`src/rtl/tex_stream_sequencer_if.sv`:
```
// Signal bundle around tex_stream_sequencer: request pins, line_mapper lookup,
// memory_chars read port and the outgoing character stream.
interface tex_stream_sequencer_if;
    logic        start;
    logic [6:0]  line_sel;
    logic        side_sel;
    logic [7:0]  line;
    logic [15:0] pointer_addr;
    logic [7:0]  mem_addr;
    logic [15:0] mem_dout;
    logic [7:0]  char_out;
    logic        char_valid;
    logic        char_ready;
    logic        busy;
    logic        done;
    logic        truncated;

    modport master (
        input  start, line_sel, side_sel, pointer_addr, mem_dout, char_ready,
        output line, mem_addr, char_out, char_valid, busy, done, truncated
    );

    modport slave (
        output start, line_sel, side_sel, pointer_addr, mem_dout, char_ready,
        input  line, mem_addr, char_out, char_valid, busy, done, truncated
    );
endinterface

```
`src/rtl/tex_stream_sequencer.sv`:
```
// Streams one NUL-terminated packed-ASCII string per request as a valid/ready byte stream.
// Optional macro CALLSIGN_BEACON_EN adds a fixed callsign string selected by line_sel[6].
module tex_stream_sequencer #(
    parameter int unsigned MAX_CHARS    = 64,
    parameter int unsigned READ_LATENCY = 1
) (
    input logic                    clk,
    input logic                    rst_n,
    tex_stream_sequencer_if.master bus
);
    localparam int unsigned CNT_W = $clog2(MAX_CHARS + 1);
    localparam int unsigned LAT_W = $clog2(READ_LATENCY + 1);

    typedef enum logic [2:0] {
        S_IDLE,
        S_LOOKUP,
        S_FETCH,
        S_WAIT,
        S_EMIT_HI,
        S_EMIT_LO,
        S_FINISH
`ifdef CALLSIGN_BEACON_EN
        , S_BEACON
`endif
    } state_t;

    state_t            state_q, state_d;
    logic [7:0]        line_q, line_d;
    logic [7:0]        addr_q, addr_d;
    logic [7:0]        char_q, char_d;
    logic              valid_q, valid_d;
    logic              busy_q, busy_d;
    logic              done_q, done_d;
    logic              trunc_q, trunc_d;
    logic              side_q, side_d;
    logic [CNT_W-1:0]  count_q, count_d;
    logic [LAT_W-1:0]  wait_q, wait_d;
    logic [7:0]        lo_q, lo_d;

    logic xfer_c;
    logic cnt_last_c;
    logic lat_done_c;

    assign xfer_c     = valid_q & bus.char_ready;
    assign cnt_last_c = (count_q == CNT_W'(MAX_CHARS - 1));
    assign lat_done_c = (wait_q == LAT_W'(READ_LATENCY - 1));

`ifdef CALLSIGN_BEACON_EN
    localparam logic [95:0] BEACON_TEXT = "CQ DE KC1GPW";
    localparam logic [3:0]  BEACON_LAST = 4'd11;

    logic [3:0] bidx_q, bidx_d;

    // First character sits in the top byte of the packed literal.
    function automatic logic [7:0] beacon_char(input logic [3:0] idx);
        logic [6:0] shift;
        shift = 7'd88 - {idx, 3'b000};
        return BEACON_TEXT[shift +: 8];
    endfunction
`else
    logic unused_beacon_sel;
    assign unused_beacon_sel = bus.line_sel[6];
`endif

    // State register
    always_ff @(posedge clk or negedge rst_n) begin
        if (!rst_n) begin
            state_q <= S_IDLE;
        end else begin
            state_q <= state_d;
        end
    end

    // Next-state logic
    always_comb begin
        state_d = state_q;
        case (state_q)
            S_IDLE: begin
                if (bus.start) begin
`ifdef CALLSIGN_BEACON_EN
                    state_d = bus.line_sel[6] ? S_BEACON : S_LOOKUP;
`else
                    state_d = S_LOOKUP;
`endif
                end
            end
            S_LOOKUP: state_d = S_FETCH;
            S_FETCH:  state_d = S_WAIT;
            S_WAIT: begin
                if (lat_done_c) begin
                    state_d = (bus.mem_dout[15:8] == 8'd0) ? S_FINISH : S_EMIT_HI;
                end
            end
            S_EMIT_HI: begin
                if (xfer_c) begin
                    state_d = (cnt_last_c || (lo_q == 8'd0)) ? S_FINISH : S_EMIT_LO;
                end
            end
            S_EMIT_LO: begin
                if (xfer_c) begin
                    state_d = cnt_last_c ? S_FINISH : S_FETCH;
                end
            end
`ifdef CALLSIGN_BEACON_EN
            S_BEACON: begin
                if (xfer_c && (bidx_q == BEACON_LAST)) begin
                    state_d = S_FINISH;
                end
            end
`endif
            S_FINISH: state_d = S_IDLE;
            default:  state_d = S_IDLE;
        endcase
    end

    // Output and datapath next values; done is a one-cycle pulse on entry to FINISH
    always_comb begin
        line_d  = line_q;
        addr_d  = addr_q;
        char_d  = char_q;
        valid_d = valid_q;
        busy_d  = busy_q;
        done_d  = 1'b0;
        trunc_d = trunc_q;
        side_d  = side_q;
        count_d = count_q;
        wait_d  = wait_q;
        lo_d    = lo_q;
`ifdef CALLSIGN_BEACON_EN
        bidx_d  = bidx_q;
`endif
        case (state_q)
            S_IDLE: begin
                if (bus.start) begin
                    line_d  = {2'b00, bus.line_sel[5:0]};
                    side_d  = bus.side_sel;
                    busy_d  = 1'b1;
                    trunc_d = 1'b0;
                    count_d = '0;
`ifdef CALLSIGN_BEACON_EN
                    bidx_d  = 4'd0;
`endif
                end
            end
            S_LOOKUP: begin
                addr_d = side_q ? bus.pointer_addr[7:0] : bus.pointer_addr[15:8];
            end
            S_FETCH: begin
                wait_d = '0;
            end
            S_WAIT: begin
                if (lat_done_c) begin
                    lo_d = bus.mem_dout[7:0];
                    if (bus.mem_dout[15:8] == 8'd0) begin
                        done_d = 1'b1;
                        busy_d = 1'b0;
                    end else begin
                        char_d  = bus.mem_dout[15:8];
                        valid_d = 1'b1;
                    end
                end else begin
                    wait_d = wait_q + LAT_W'(1);
                end
            end
            S_EMIT_HI: begin
                if (xfer_c) begin
                    count_d = count_q + CNT_W'(1);
                    if (cnt_last_c || (lo_q == 8'd0)) begin
                        valid_d = 1'b0;
                        done_d  = 1'b1;
                        busy_d  = 1'b0;
                        trunc_d = cnt_last_c;
                    end else begin
                        char_d = lo_q;
                    end
                end
            end
            S_EMIT_LO: begin
                if (xfer_c) begin
                    count_d = count_q + CNT_W'(1);
                    valid_d = 1'b0;
                    if (cnt_last_c) begin
                        done_d  = 1'b1;
                        busy_d  = 1'b0;
                        trunc_d = 1'b1;
                    end else begin
                        addr_d = addr_q + 8'd1;
                    end
                end
            end
`ifdef CALLSIGN_BEACON_EN
            // First BEACON cycle loads char 0; afterwards each transfer loads the next one.
            S_BEACON: begin
                if (!valid_q) begin
                    char_d  = beacon_char(bidx_q);
                    valid_d = 1'b1;
                end else if (xfer_c) begin
                    if (bidx_q == BEACON_LAST) begin
                        valid_d = 1'b0;
                        done_d  = 1'b1;
                        busy_d  = 1'b0;
                    end else begin
                        bidx_d = bidx_q + 4'd1;
                        char_d = beacon_char(bidx_q + 4'd1);
                    end
                end
            end
`endif
            default: begin
            end
        endcase
    end

    // Datapath and output registers
    always_ff @(posedge clk or negedge rst_n) begin
        if (!rst_n) begin
            line_q  <= 8'd0;
            addr_q  <= 8'd0;
            char_q  <= 8'd0;
            valid_q <= 1'b0;
            busy_q  <= 1'b0;
            done_q  <= 1'b0;
            trunc_q <= 1'b0;
            side_q  <= 1'b0;
            count_q <= '0;
            wait_q  <= '0;
            lo_q    <= 8'd0;
`ifdef CALLSIGN_BEACON_EN
            bidx_q  <= 4'd0;
`endif
        end else begin
            line_q  <= line_d;
            addr_q  <= addr_d;
            char_q  <= char_d;
            valid_q <= valid_d;
            busy_q  <= busy_d;
            done_q  <= done_d;
            trunc_q <= trunc_d;
            side_q  <= side_d;
            count_q <= count_d;
            wait_q  <= wait_d;
            lo_q    <= lo_d;
`ifdef CALLSIGN_BEACON_EN
            bidx_q  <= bidx_d;
`endif
        end
    end

    assign bus.line       = line_q;
    assign bus.mem_addr   = addr_q;
    assign bus.char_out   = char_q;
    assign bus.char_valid = valid_q;
    assign bus.busy       = busy_q;
    assign bus.done       = done_q;
    assign bus.truncated  = trunc_q;
endmodule
```
`src/flat_wrapper.sv`:
```
// flat-port wrapper written by rule: the top's interface ports become plain ports
module tex_stream_sequencer_flat 
#(
    parameter int unsigned MAX_CHARS    = 64,
    parameter int unsigned READ_LATENCY = 1
)
  (clk, rst_n, bus_start, bus_line_sel, bus_side_sel, bus_pointer_addr, bus_mem_dout, bus_char_ready, bus_line, bus_mem_addr, bus_char_out, bus_char_valid, bus_busy, bus_done, bus_truncated);
  tex_stream_sequencer_if bus_i ();
  input logic clk;
  input logic rst_n;
  input wire logic [$bits(bus_i.start)-1:0] bus_start;
  input wire logic [$bits(bus_i.line_sel)-1:0] bus_line_sel;
  input wire logic [$bits(bus_i.side_sel)-1:0] bus_side_sel;
  input wire logic [$bits(bus_i.pointer_addr)-1:0] bus_pointer_addr;
  input wire logic [$bits(bus_i.mem_dout)-1:0] bus_mem_dout;
  input wire logic [$bits(bus_i.char_ready)-1:0] bus_char_ready;
  output wire logic [$bits(bus_i.line)-1:0] bus_line;
  output wire logic [$bits(bus_i.mem_addr)-1:0] bus_mem_addr;
  output wire logic [$bits(bus_i.char_out)-1:0] bus_char_out;
  output wire logic [$bits(bus_i.char_valid)-1:0] bus_char_valid;
  output wire logic [$bits(bus_i.busy)-1:0] bus_busy;
  output wire logic [$bits(bus_i.done)-1:0] bus_done;
  output wire logic [$bits(bus_i.truncated)-1:0] bus_truncated;
  assign bus_i.start = bus_start;
  assign bus_i.line_sel = bus_line_sel;
  assign bus_i.side_sel = bus_side_sel;
  assign bus_i.pointer_addr = bus_pointer_addr;
  assign bus_i.mem_dout = bus_mem_dout;
  assign bus_i.char_ready = bus_char_ready;
  assign bus_line = bus_i.line;
  assign bus_mem_addr = bus_i.mem_addr;
  assign bus_char_out = bus_i.char_out;
  assign bus_char_valid = bus_i.char_valid;
  assign bus_busy = bus_i.busy;
  assign bus_done = bus_i.done;
  assign bus_truncated = bus_i.truncated;
  tex_stream_sequencer #(.MAX_CHARS(MAX_CHARS), .READ_LATENCY(READ_LATENCY)) u_core (.clk(clk), .rst_n(rst_n), .bus(bus_i));
endmodule
```
`config.mk`:
```
export PLATFORM = sky130hd
export DESIGN_NAME = tex_stream_sequencer_flat
export DESIGN_NICKNAME = d
export VERILOG_FILES = /design/src/rtl/tex_stream_sequencer_if.sv /design/src/rtl/tex_stream_sequencer.sv /design/src/flat_wrapper.sv
export SDC_FILE = /design/constraint.sdc
export NUM_CORES = 1
export LEC_CHECK = 0
export CORE_UTILIZATION = 25
export DETAILED_ROUTE_END_ITERATION = 10
export SLEW_MARGIN = 20
export SYNTH_ARGS = -nofsm -noshare
export SYNTH_HDL_FRONTEND = slang
export SYNTH_SLANG_ARGS = --single-unit
```
`constraint.sdc`:
```
create_clock -name clk -period 2.3 [get_ports clk]
set_input_delay 0.46 -clock clk [delete_from_list [all_inputs] [get_ports clk]]
set_output_delay 0.46 -clock clk [all_outputs]
set_load 0.03 [all_outputs]
```
==> impl_metrics.csv <==
group,metric,value,unit
synth,ys.flop_type,"dfrtp_1",
power,total_power,4150,uW
critical_path,start_kind,"register",
timing,period_minus_slack,2.05,ns
clock_network,cts_buffers,5,
synth,syn_inst,217,
timing,skew,0.00971,ns
routing,drc,0,
routing,routed_wirelength,5710,um
synth,synth_edf_count,0,
routing,dr.pass1.iters,4,
synth,synth_area,0.00242,mm^2
timing,setup_slack,0.254,ns
critical_path,max_stage_delay,0.52,ns
timing,fin_crit_sh,88.9,%
critical_path,cp.arrival,2.23,ns
power,max-vdd-ir-drop,328,uV
placement,port_buffers,68,
die,initial_core_util,26.0,%
critical_path,r2r-start,"u_core.state_q[2]$_DFFE_PN0P_",
routing,wl_per_cell,13.4,um
clock_network,postCtsSetupRepairBufs,0,
synth,yosysSeqAreaShare,46.6,%
grt,gr-total-overflow,0,
grt,grt_max_degree,21,
critical_path,timing.rr.end,"u_core.bus.char_out[7]$_DFFE_PN0P_",
critical_path,reg2reg_depth,4,
grt,grt.total_usage,11.6,%
die,die_area,0.0101,mm^2
die,num_rows,35,
power,leakage,0.00136,uW
finish,syn2layout_area_growth,40.5,%
grt,grt_pass1_vias,1869,
clock_network,clk_latency,0.30,ns
die,io_pins,72,
critical_path,worst_path_max_delay_cell,"and3_1",
finish,final_layout_size_suffix_gt1_share,22.6,%
placement,hpwlAfterDp,4420,um
timing,clock.fmax,489,MHz
clock_network,clock_path_buffers,2,
clock_network,cts_resized,0,
timing,grt_setup_unrepaired,"false",
critical_path,cp_top_family,"simple AND/OR/NAND/NOR gates",
routing,avgViaCountPerCell,4.64,
power,power_density,1220,mW/mm^2
synth,syn_avg_cell_area,11.1,um^2
status,run_status,"complete, no violations",
timing,setup-violations-final,0,
job,maxCapViolations,0,
critical_path,r2r_setup_slack,0.25,ns
placement,gp_congestion,0.808,
placement,pre_cts_ws,-0.0360,ns
die,die_y,100,um
synth,yosys.cell_types.count,51,
timing,worst_pin_slew,0.522,ns
finish,antenna_cells,0,
clock_network,path_clk_slew,0.09,ns
clock_network,cts_hold_buf,0,
hold_path,min_path_type,"input pin to asynchronous set/reset pin",
grt,grt_pass1_wl,9230,um
critical_path,critPathKind,"register to register",
critical_path,crit_chain,"nand3b_1, o31ai_1, and3_1, mux2_4",
grt,antenna_found_initial,0,
clock_network,cts_tree,"yes",
critical_path,crit_fanout,8,
die,die_x,100,um
synth,async_flop_share,100,%
clock_network,cts-root-buf,"clkbuf_8",
timing,drv_slew,0,
finish,nNetsFinal,341,
critical_path,crit_path_end_kind,"register",
critical_path,crit_buf_inv,0,
clock_network,htreeDepth,2,
die,core,0.00928,mm^2
routing,ant_nets,0,
critical_path,crit_required,2.48,ns
routing,drt-initial-drc-count,123,
routing,vias,1970,
timing,setup-tns-final,0,ns
timing,maxSlewHeadroom,65.2,%
synth,ys_seq_elements,45,
clock_network,cts_sinks,45,
timing,hold_viol_final,0,
synth,yosys_warnings,0,
timing,hold_ws,0.0899,ns
## cell type report
cell class	count	area [um^2]
sequential	45	1130
tap	129	161
clock inverter	2	37.5
inverter	1	3.75
timing repair buffer	81	773
multi-input combinational	161	1210
clock buffer	6	82.6
fill	964	5890
## per-stage QoR
stage | utilization, % | cell area [um^2] | instances
floorplan | - | 2420 | 218
global placement | 35.3 | 3280 | 417
detailed placement | 35.3 | 3280 | 417
CTS | 36.6 | 3400 | 425
global route | 36.6 | 3400 | 425
finish | 36.6 | 3400 | 425
## per-layer routing
layer,vias to the layer above,global-route usage (%),part of all wire (%)
met4,0,2.34,0.54
met2,54,19.5,48
met5,-,0,0
met3,4,3.27,6.0
met1,944,14.8,46
li1,968,-,-
## worst max path at each step
stage / startpoint / to / slack (ns) / cells after the start
6_report: u_core.state_q[2]$_DFFE_PN0P_ / u_core.bus.char_out[7]$_DFFE_PN0P_ / 0.25 / 4
5_1_grt: u_core.state_q[1]$_DFFE_PN0P_ / u_core.bus.char_out[7]$_DFFE_PN0P_ / 0.1 / 4
4_1_cts: u_core.state_q[2]$_DFFE_PN0P_ / u_core.bus.char_out[7]$_DFFE_PN0P_ / 0.25 / 4
3_5_place_dp: bus_mem_dout[9] / u_core.bus.char_out[2]$_DFFE_PN0P_ / -0.04 / 6
3_3_place_gp: bus_mem_dout[9] / u_core.bus.char_out[6]$_DFFE_PN0P_ / -0.09 / 6
2_1_floorplan: u_core.count_q[0]$_DFFE_PN0P_ / u_core.bus.char_out[0]$_DFFE_PN0P_ / 0.46 / 7
## worst reg2reg max path, cell delays in order, from the launching register on
cell      delay (ns)
dfrtp_1         0.51
nand3b_1        0.41
o31ai_1         0.15
and3_1          0.52
mux2_4          0.35
## flip-flops by register name, summed over array words and instances (netlist names), 3 cells and up
register	cells
u_core.bus.mem_addr	8
u_core.lo_q	8
u_core.bus.char_out	8
u_core.state_q	3
u_core.count_q	7
u_core.bus.line	6
## cell usage after synthesis, drive strengths merged (4+ instances only)
| master | n | area share (%) |
|---|---|---|
| o21ai | 22 | 4.9 |
| nand3 | 5 | 1.6 |
| nor4 | 5 | 1.3 |
| dfrtp | 45 | 47 |
| nand2 | 16 | 2.5 |
| nor2 | 11 | 2.0 |
| nand4 | 4 | 1.0 |
| a21oi | 17 | 3.7 |
| buf | 8 | 2.7 |
| mux2 | 32 | 16 |
| mux2i | 6 | 2.5 |
| and2 | 4 | 1.1 |
## kinds of logic (layout without fill, tap and decap cells)
kind of cell,count (synthesis),after routing,synth area share [%]
DFF,45,45,46.6
buffers and inverters,12,90,3.42
and+or+nand+nor,61,61,15.0
muxes,38,38,18.6
AOI/OAI and AO/OA,58,58,15.2
other,1,2,0.155
adders and majority gates,2,2,1.04
## cells in the final DEF, fill, tap and decap left out, types with 3 or more instances in the layout
cell,count
a21oi_1,16
a22o_1,3
buf_4,13
clkbuf_8,6
clkdlybuf4s50_1,67
dfrtp_1,45
mux2_2,24
mux2_4,8
mux2i_1,6
nand2_1,16
nand3_1,4
nand3b_1,3
nand4_1,4
nor2_1,10
nor4_1,5
o21ai_0,20
o31ai_1,3
## where the power goes
group | switching, uW | total [uW] | internal (uW)
clock network | 272 | 625 | 353
logic | 1020 | 2070 | 1050
registers | 327 | 1450 | 1120
No activity file was read; power rests on OpenSTA's default activity.
